==> config.mk <==
export PLATFORM = sky130hd
export DESIGN_NAME = hazard_scoreboard_unit
export DESIGN_NICKNAME = d
export VERILOG_FILES = /design/src/rtl/hazard_scoreboard_unit.sv
export SDC_FILE = /design/constraint.sdc
export NUM_CORES = 1
export LEC_CHECK = 0
export CAP_MARGIN = 10
export CORE_MARGIN = 4
export CORE_UTILIZATION = 50
export CTS_CLUSTER_SIZE = 28
export DETAILED_ROUTE_END_ITERATION = 8
export HOLD_SLACK_MARGIN = 0.1
export PLACE_DENSITY_LB_ADDON = 0.05
export SYNTH_ARGS = -nofsm -noshare
export SYNTH_HDL_FRONTEND = slang
export SYNTH_HIERARCHICAL = 1
export SYNTH_SLANG_ARGS = --single-unit
==> constraint.sdc <==
create_clock -name clk -period 3.12 [get_ports clk]
set_clock_uncertainty 0.2 [all_clocks]
set_input_delay 0.624 -clock clk [delete_from_list [all_inputs] [get_ports clk]]
set_output_delay 0.624 -clock clk [all_outputs]
set_load 0.005 [all_outputs]
==> src/rtl/hazard_scoreboard_unit.sv <==
// Hazard unit for a 5-stage RISC-V pipe: E-stage forwarding, load-use stall, branch flush,
// plus a per-register scoreboard for long-latency writebacks. Optional stall counter: HAZARD_STALL_CNT_EN.

module hazardFwdSel #(
    parameter int REG_AW = 5
) (
    input  logic [REG_AW-1:0] rs,
    input  logic [REG_AW-1:0] rd_m,
    input  logic [REG_AW-1:0] rd_w,
    input  logic              reg_write_m,
    input  logic              reg_write_w,
    output logic [1:0]        fwd
);
    // M is the younger producer, so it takes priority over W
    always_comb begin
        fwd = 2'b00;
        if (reg_write_m && rd_m != '0 && rd_m == rs)
            fwd = 2'b10;
        else if (reg_write_w && rd_w != '0 && rd_w == rs)
            fwd = 2'b01;
    end
endmodule

module hazard_scoreboard_unit #(
    parameter int REG_AW   = 5,
    parameter int MAX_PEND = 4
) (
    input  logic                         clk,
    input  logic                         rst_n,
    input  logic [REG_AW-1:0]            rs1_d,
    input  logic [REG_AW-1:0]            rs2_d,
    input  logic [REG_AW-1:0]            rd_d,
    input  logic                         lng_op_d,
    input  logic [REG_AW-1:0]            rs1_e,
    input  logic [REG_AW-1:0]            rs2_e,
    input  logic [REG_AW-1:0]            rd_e,
    input  logic                         result_src_e0,
    input  logic                         pc_src_e,
    input  logic                         lng_issue_e,
    input  logic [REG_AW-1:0]            rd_m,
    input  logic [REG_AW-1:0]            rd_w,
    input  logic                         reg_write_m,
    input  logic                         reg_write_w,
    input  logic                         lng_done,
    input  logic [REG_AW-1:0]            lng_rd,
    output logic                         stall_f,
    output logic                         stall_d,
    output logic                         flush_d,
    output logic                         flush_e,
    output logic [1:0]                   forward_ae,
    output logic [1:0]                   forward_be,
    output logic [$clog2(MAX_PEND+1)-1:0] pend_cnt,
    output logic                         sb_err,
    output logic [31:0]                  stall_cycles
);
    localparam int NREG = 2**REG_AW;
    localparam int CW   = $clog2(MAX_PEND+1);

    logic [NREG-1:0]         sb, sbNext;
    logic [CW-1:0]           pendCnt;
    logic                    sbErr;
    logic                    pendFull, lwStall, sbStall, anyStall, doneBad, issueValid;
    logic [1:0][REG_AW-1:0]  srcE;
    logic [1:0][1:0]         fwdSel;

    assign srcE = {rs2_e, rs1_e};

    for (genvar i = 0; i < 2; i++) begin : gFwd
        hazardFwdSel #(.REG_AW(REG_AW)) uFwd (
            .rs          (srcE[i]),
            .rd_m        (rd_m),
            .rd_w        (rd_w),
            .reg_write_m (reg_write_m),
            .reg_write_w (reg_write_w),
            .fwd         (fwdSel[i])
        );
    end

    assign forward_ae = fwdSel[0];
    assign forward_be = fwdSel[1];

    assign issueValid = lng_issue_e && rd_e != '0;
    assign pendFull   = pendCnt == CW'(MAX_PEND);

    // Clear first, then set: a same-cycle issue to the retiring register is the younger op
    always_comb begin
        sbNext = sb;
        if (lng_done)
            sbNext[lng_rd] = 1'b0;
        if (issueValid)
            sbNext[rd_e] = 1'b1;
        sbNext[0] = 1'b0;
    end

    assign doneBad = lng_done && (lng_rd == '0 || !sb[lng_rd])
                     && !(issueValid && rd_e == lng_rd);

    always_ff @(posedge clk or negedge rst_n) begin
        if (!rst_n) begin
            sb      <= '0;
            pendCnt <= '0;
            sbErr   <= 1'b0;
        end else begin
            sb <= sbNext;
            if (lng_issue_e && !lng_done && !pendFull)
                pendCnt <= pendCnt + CW'(1);
            else if (lng_done && !lng_issue_e && pendCnt != '0)
                pendCnt <= pendCnt - CW'(1);
            if (doneBad)
                sbErr <= 1'b1;
        end
    end

    // Decode sees only registered scoreboard state; a same-cycle lng_done releases next cycle
    assign lwStall  = result_src_e0 && rd_e != '0 && (rd_e == rs1_d || rd_e == rs2_d);
    assign sbStall  = sb[rs1_d] || sb[rs2_d] || (sb[rd_d] && rd_d != '0) || (lng_op_d && pendFull);
    assign anyStall = lwStall || sbStall;

    assign stall_f  = anyStall;
    assign stall_d  = anyStall;
    assign flush_e  = anyStall || pc_src_e;
    assign flush_d  = pc_src_e;
    assign pend_cnt = pendCnt;
    assign sb_err   = sbErr;

`ifdef HAZARD_STALL_CNT_EN
    logic [31:0] stallCnt;
    always_ff @(posedge clk or negedge rst_n) begin
        if (!rst_n)
            stallCnt <= '0;
        else if (anyStall)
            stallCnt <= stallCnt + 32'd1;
    end
    assign stall_cycles = stallCnt;
`else
    assign stall_cycles = '0;
`endif

endmodule
# == Word level (Yosys, flattened, before mapping) ==
# Cells that the tools add are included.
# W data, S select, Z words.
# op_classes
add_sub_neg,2
n_lt_le_gt_ge,7
eq_ne,8
n_mux,20
n_bitwise,3
n_reduce_logical,39
# ops
operator,count
$mux W32,2
$eq A5 B5 Y1,7
$and A32 B32 Y32,1
$not A32 Y32,1
$or A32 B32 Y32,1
$lt A5 B6 Y1 const B,5
$bmux W1 S5,4
$logic_and A1 B1 Y1,20
$reduce_bool A5 Y1,4
$demux W1 S5,2
$ge A5 B1 Y1 const B,2
$mux W1,8
$logic_or A1 B1 Y1,7
$mux W3,2
$logic_not A1 Y1,5
$logic_not A5 Y1,1
$mux W2,2
$add A3 B1 Y3 const B,1
$eq A3 B3 Y1 const B,1
$reduce_bool A3 Y1,1
$sub A3 B1 Y3 const B,1
$reduce_bool A2 Y1,1
# totals
register_bits,35
word_cells,82

# == Logic depth before layout (Yosys ltp) ==
# Gate-level depths: netlist (run 1).
# depth
depth_word,9
mapped_depth,9
mapped_depth_nobuf,7

# == Cells and area by module ==
# Netlist (run 1), hierarchy kept.
# by_module_without_submodules
module,n_inst,cells_each,area_each_um2,seq_area_each_um2
hazard_scoreboard_unit,1,361,3253.1,875.8
hazardFwdSel,2,20,151.4,0.0

# == Worst setup path after synthesis (run 1) ==
# OpenSTA, ideal clock, no wires.
# synth_timing
path_type,input port to output port
start,in rs2_d[1]
end,out stall_f
arrival_ns,2.022
t_required_ns,2.296
slack_ns,0.274
cell_stages,7
path_buffers,2
path_cell_list,buf_2 > mux4_2 > mux2i_1 > nor2_1 > nor3_1 > nand3_1 > buf_4
# synth_via
elab_chain_len,6
word_cells_on_any_way,9
cone_classes,eq/ne: 1; mux: 2; reduce/logical: 6
# synth_rtl
element,line,source
"start, declared",31,"input logic [REG_AW-1:0] rs2_d,"
$bmux W1 S5,116,assign sbStall = sb[rs1_d] || sb[rs2_d] || (sb[rd_d] && rd_d != '0) || (lng_op_d && pendFull);
$mux W1 (not written as such),116,
$logic_or A1 B1 Y1 (3 in series),116,
$logic_or A1 B1 Y1 (*),117,assign anyStall = lwStall || sbStall;
"end, declared",46,"output logic stall_f,"
# Mark *: on every way between the ends. The rest lies on a longest branch, timed or not. The select of a mux whose other input is x is not followed.

# == Final worst setup path (run 1) ==
# layout_timing
start,in rd_e[4]
end,out stall_f
# layout_via
elab_chain_len,4
word_cells_on_any_way,7
cone_classes,eq/ne: 2; reduce/logical: 5
# layout_rtl
element,line,source
"start, declared",36,"input logic [REG_AW-1:0] rd_e,"
$eq A5 B5 Y1 / $reduce_bool A5 Y1 (equally long branches),115,assign lwStall = result_src_e0 && rd_e != '0 && (rd_e == rs1_d || rd_e == rs2_d);
$logic_or A1 B1 Y1 / $logic_and A1 B1 Y1 (equally long branches),115,
$logic_and A1 B1 Y1 (*),115,
$logic_or A1 B1 Y1 (*),117,
# Mark *: on every way between the ends. The rest lies on a longest branch, timed or not.

==> results of run 1 <==
per-stage QoR:
stage	total power, mW	hold slack (ns)
floorplan	1.22	0.128
global placement	1.58	0.265
detailed placement	1.60	0.271
CTS	1.92	0.286
global route	2.07	0.305
finish	1.95	0.279
kinds of logic after synthesis:
group	count (synthesis)	synth area share, %
buffers and inverters	69	12.0
adders and majority gates	1	0.563
AOI/OAI and AO/OA	108	18.4
muxes	49	19.7
xor gates and xnor gates	31	7.64
DFF	35	24.6
other	1	0.105
and+or+nand+nor	107	17.0
routing by layer:
layer | share of wire [%] | global-route usage, %
met1 | 41 | 35.3
met2 | 47 | 42.2
met3 | 8.7 | 4.14
met4 | 3.3 | 11.9
met5 | 0 | 0
worst max-delay path: cells and delay by family:
family,cells,cell delay (ns)
and+or+nand+nor,3,0.76
buffers and inverters,2,0.57
AOI/OAI and AO/OA,2,0.28
worst paths after layout:
path,start,end,slack (ns),cells past startpoint
min in group asynchronous,rst_n,sb[21]$_DFF_PN0_,0.54,2
hold reg to reg,sb_err$_DFFE_PN0P_,sb_err$_DFFE_PN0P_,0.28,1
max in group asynchronous,rst_n,sb[22]$_DFF_PN0_,1.86,2
hold / removal,sb_err$_DFFE_PN0P_,sb_err$_DFFE_PN0P_,0.28,1
setup / recovery,rd_e[4],stall_f,0.07,7
setup reg to reg,pend_cnt[0]$_DFFE_PN0P_,pend_cnt[2]$_DFFE_PN0P_,1.10,7
layout by cell type, fill, tap and decap left out, types with 3 or more instances in the layout:
cell type and n:
nor3_1 9, o22ai_1 4, a221oi_1 4, clkbuf_8 5, nor3_2 4, mux2i_1 25
xor2_1 16, xnor2_1 15, clkbuf_2 6, clkdlybuf4s50_1 40, clkdlybuf4s15_2 3, dlygate4sd2_1 7
nor2b_1 5, o21ai_0 68, nand3_1 21, nand3b_1 10, buf_2 3, nand2b_1 6
dfrtp_1 35, mux2_1 5, a22oi_1 5, nor4_1 3, buf_4 56, nor2_1 12
conb_1 32, a21oi_1 10, inv_1 9, or3b_1 3, nor3b_1 3, dlymetal6s2s_1 5
mux4_2 16, nand2_1 20
synthesized netlist by cell type, types with 6 or more instances:
library cell,number
mux2i_1,25
o21ai_0,69
nand2b_1,6
nand2_1,20
inv_1,9
nor2_1,12
dfrtp_1,35
buf_4,36
xnor2_1,15
mux4_2,16
buf_2,7
nand3_1,21
nor4_1,6
a21oi_1,10
nand3b_1,10
xor2_1,16
nor3_1,10
mux2_1,6
clkbuf_1,13
final cells by class:
class                   count  share of cell area, %
well taps                  96                   2.60
clock inverters             1                  0.108
clock buffers               7                   1.65
flip-flops and latches     35                   18.9
repair buffers            123                   22.8
inverters                   9                  0.730
multi-input cells         328                   53.2
registers in the layout, summed over array words and instances, names as in the netlist:
signal,flops
sb,31
pend_cnt,3
sb_err,1
where the power goes:
| part | switching, mW | total (mW) | internal (mW) |
|---|---|---|---|
| Clock | 0.162 | 0.319 | 0.157 |
| Sequential | 0.209 | 0.774 | 0.565 |
| Combinational | 0.398 | 0.862 | 0.465 |
what timing repair did:
action                     CTS  global route
buffers inserted             2             2
resized for setup           45            26
pin swaps                    8            14
setup endpoints to repair    7             7
==> impl_metrics.env, run 1 <==
export IMPL_outcome="finished, final reports clean"
export IMPL_ant_nets=0
export IMPL_dieArea_mm2=0.00852
export IMPL_tns_ns=0
export IMPL_gp_congestion=0.973
export IMPL_synth_top_cell_area_share_pct=24.6
export IMPL_yosysTopAreaCell="dfrtp_1"
export IMPL_synth_main_ff_cell="dfrtp_1"
export IMPL_htree_levels=2
export IMPL_drc=0
export IMPL_postCtsHoldBufs=0
export IMPL_postSynthAreaPerCell_um2=8.87
export IMPL_clk_latency_ns=0.29
export IMPL_slowest_delay_ns=0.42
export IMPL_wire_per_inst_um=19.1
export IMPL_timing_critical_path_cells="clkdlybuf4s50_1 -> or3_4 -> o31ai_2 -> a21oi_1 -> nor3_2 -> nand3_1 -> buf_2"
export IMPL_initial_core_util_pct=51.8
export IMPL_seqCellArea_um2=876
export IMPL_fin_util_pct=67.4
export IMPL_rows=30
export IMPL_ys_warn_count=6
export IMPL_slew_viol_final=0
export IMPL_async_flop_share_pct=100
export IMPL_synthCells=401
export IMPL_core_area_mm2=0.00687
export IMPL_startpoint_type="input port"
export IMPL_areaGrowthSynthToFinish_pct=30.2
export IMPL_hpwlAfterDp_mm=8.77
export IMPL_io_pins=98
export IMPL_grt_pass1_vias=3475
export IMPL_viasPerCell=6.01
export IMPL_powerDensity_mw_per_mm2=422
export IMPL_drtPass1Iterations=5
export IMPL_die_w_um=92.3
export IMPL_grt_overflow=0
export IMPL_p_leak_nw=1.96
export IMPL_netlist_top_cells_area="dfrtp_1 25%, mux4_2 10%, o21ai_0 9.7%"
export IMPL_track_usage_pct=26.4
export IMPL_finalNonFillerCells=599
export IMPL_clk_pin_slew_worst_paths_ns=0.07
export IMPL_multiInputGateArea_mm2=0.00246
export IMPL_critPathKind="in2out"
export IMPL_path_max_fanout=2
export IMPL_endpoint_kind="output pin"
export IMPL_die_h_um=92.3
export IMPL_finalCritPeriodShare_pct=97.6
export IMPL_antenna_found_initial=0
export IMPL_synth_seq_cells=35
export IMPL_setup_slack_ns=0.0735
export IMPL_postLayoutCellArea_mm2=0.00463
export IMPL_cts_buffers=5
export IMPL_vias=3598
export IMPL_antennaDiodeCount=0
export IMPL_cts_tree="built"
export IMPL_nets=557
export IMPL_netlist_area_mm2=0.00356
export IMPL_fmax_ghz=0.328
export IMPL_ir_drop_mv=0.318
export IMPL_clockBufferDepth=2
export IMPL_drt_wl_total_mm=11.4
export IMPL_finalSetupViolations=0
export IMPL_root_buffer="clkbuf_8"
export IMPL_grt_pass1_wl_mm=17.8
export IMPL_grt_max_degree=36
export IMPL_finalCriticalPeriod_ns=3.05
export IMPL_fillerInstances=588
export IMPL_hold_viol_final=0
export IMPL_min_path_type="reg2reg"
export IMPL_dpl_cell_area_mm2=0.00446
export IMPL_critPathRequiredTime_ns=2.30
export IMPL_seq_area_frac_synth_pct=24.6
export IMPL_cpMaxStageDelayCell="clkdlybuf4s50_1"
export IMPL_dr_first_iter_drc_count=251
export IMPL_cts_sink_count=35
export IMPL_place_ws_ns=-0.710
export IMPL_dp_cells=587
export IMPL_drive_gt1_share_pct=23.1
export IMPL_maxCapViolCount=0
export IMPL_rsz0062_at_grt="yes"
export IMPL_io_buffers=65
export IMPL_synth_edf_count=0
export IMPL_arrival_ns=2.22
export IMPL_synth_distinct_cells=50
Power figures use the tool's default switching activity.
==> run 2: changes to the inputs <==
--- a/config.mk
+++ b/config.mk
@@ -5,6 +5,7 @@
 export SDC_FILE = /design/constraint.sdc
 export NUM_CORES = 1
 export LEC_CHECK = 0
+export ABC_CLOCK_PERIOD_IN_PS = 3120
 export CAP_MARGIN = 10
 export CORE_MARGIN = 4
 export CORE_UTILIZATION = 50
==> results of run 2 <==
Final layout, timing and power as in run 1 (identical DEF).
==> run 3: changes to the inputs <==
--- a/config.mk
+++ b/config.mk
@@ -11,7 +11,7 @@
 export CORE_UTILIZATION = 50
 export CTS_CLUSTER_SIZE = 28
 export DETAILED_ROUTE_END_ITERATION = 8
-export HOLD_SLACK_MARGIN = 0.1
+export HOLD_SLACK_MARGIN = 0.05
 export PLACE_DENSITY_LB_ADDON = 0.05
 export SYNTH_ARGS = -nofsm -noshare
 export SYNTH_HDL_FRONTEND = slang
==> results of run 3 <==
Final layout, timing and power as in run 1 (identical DEF).
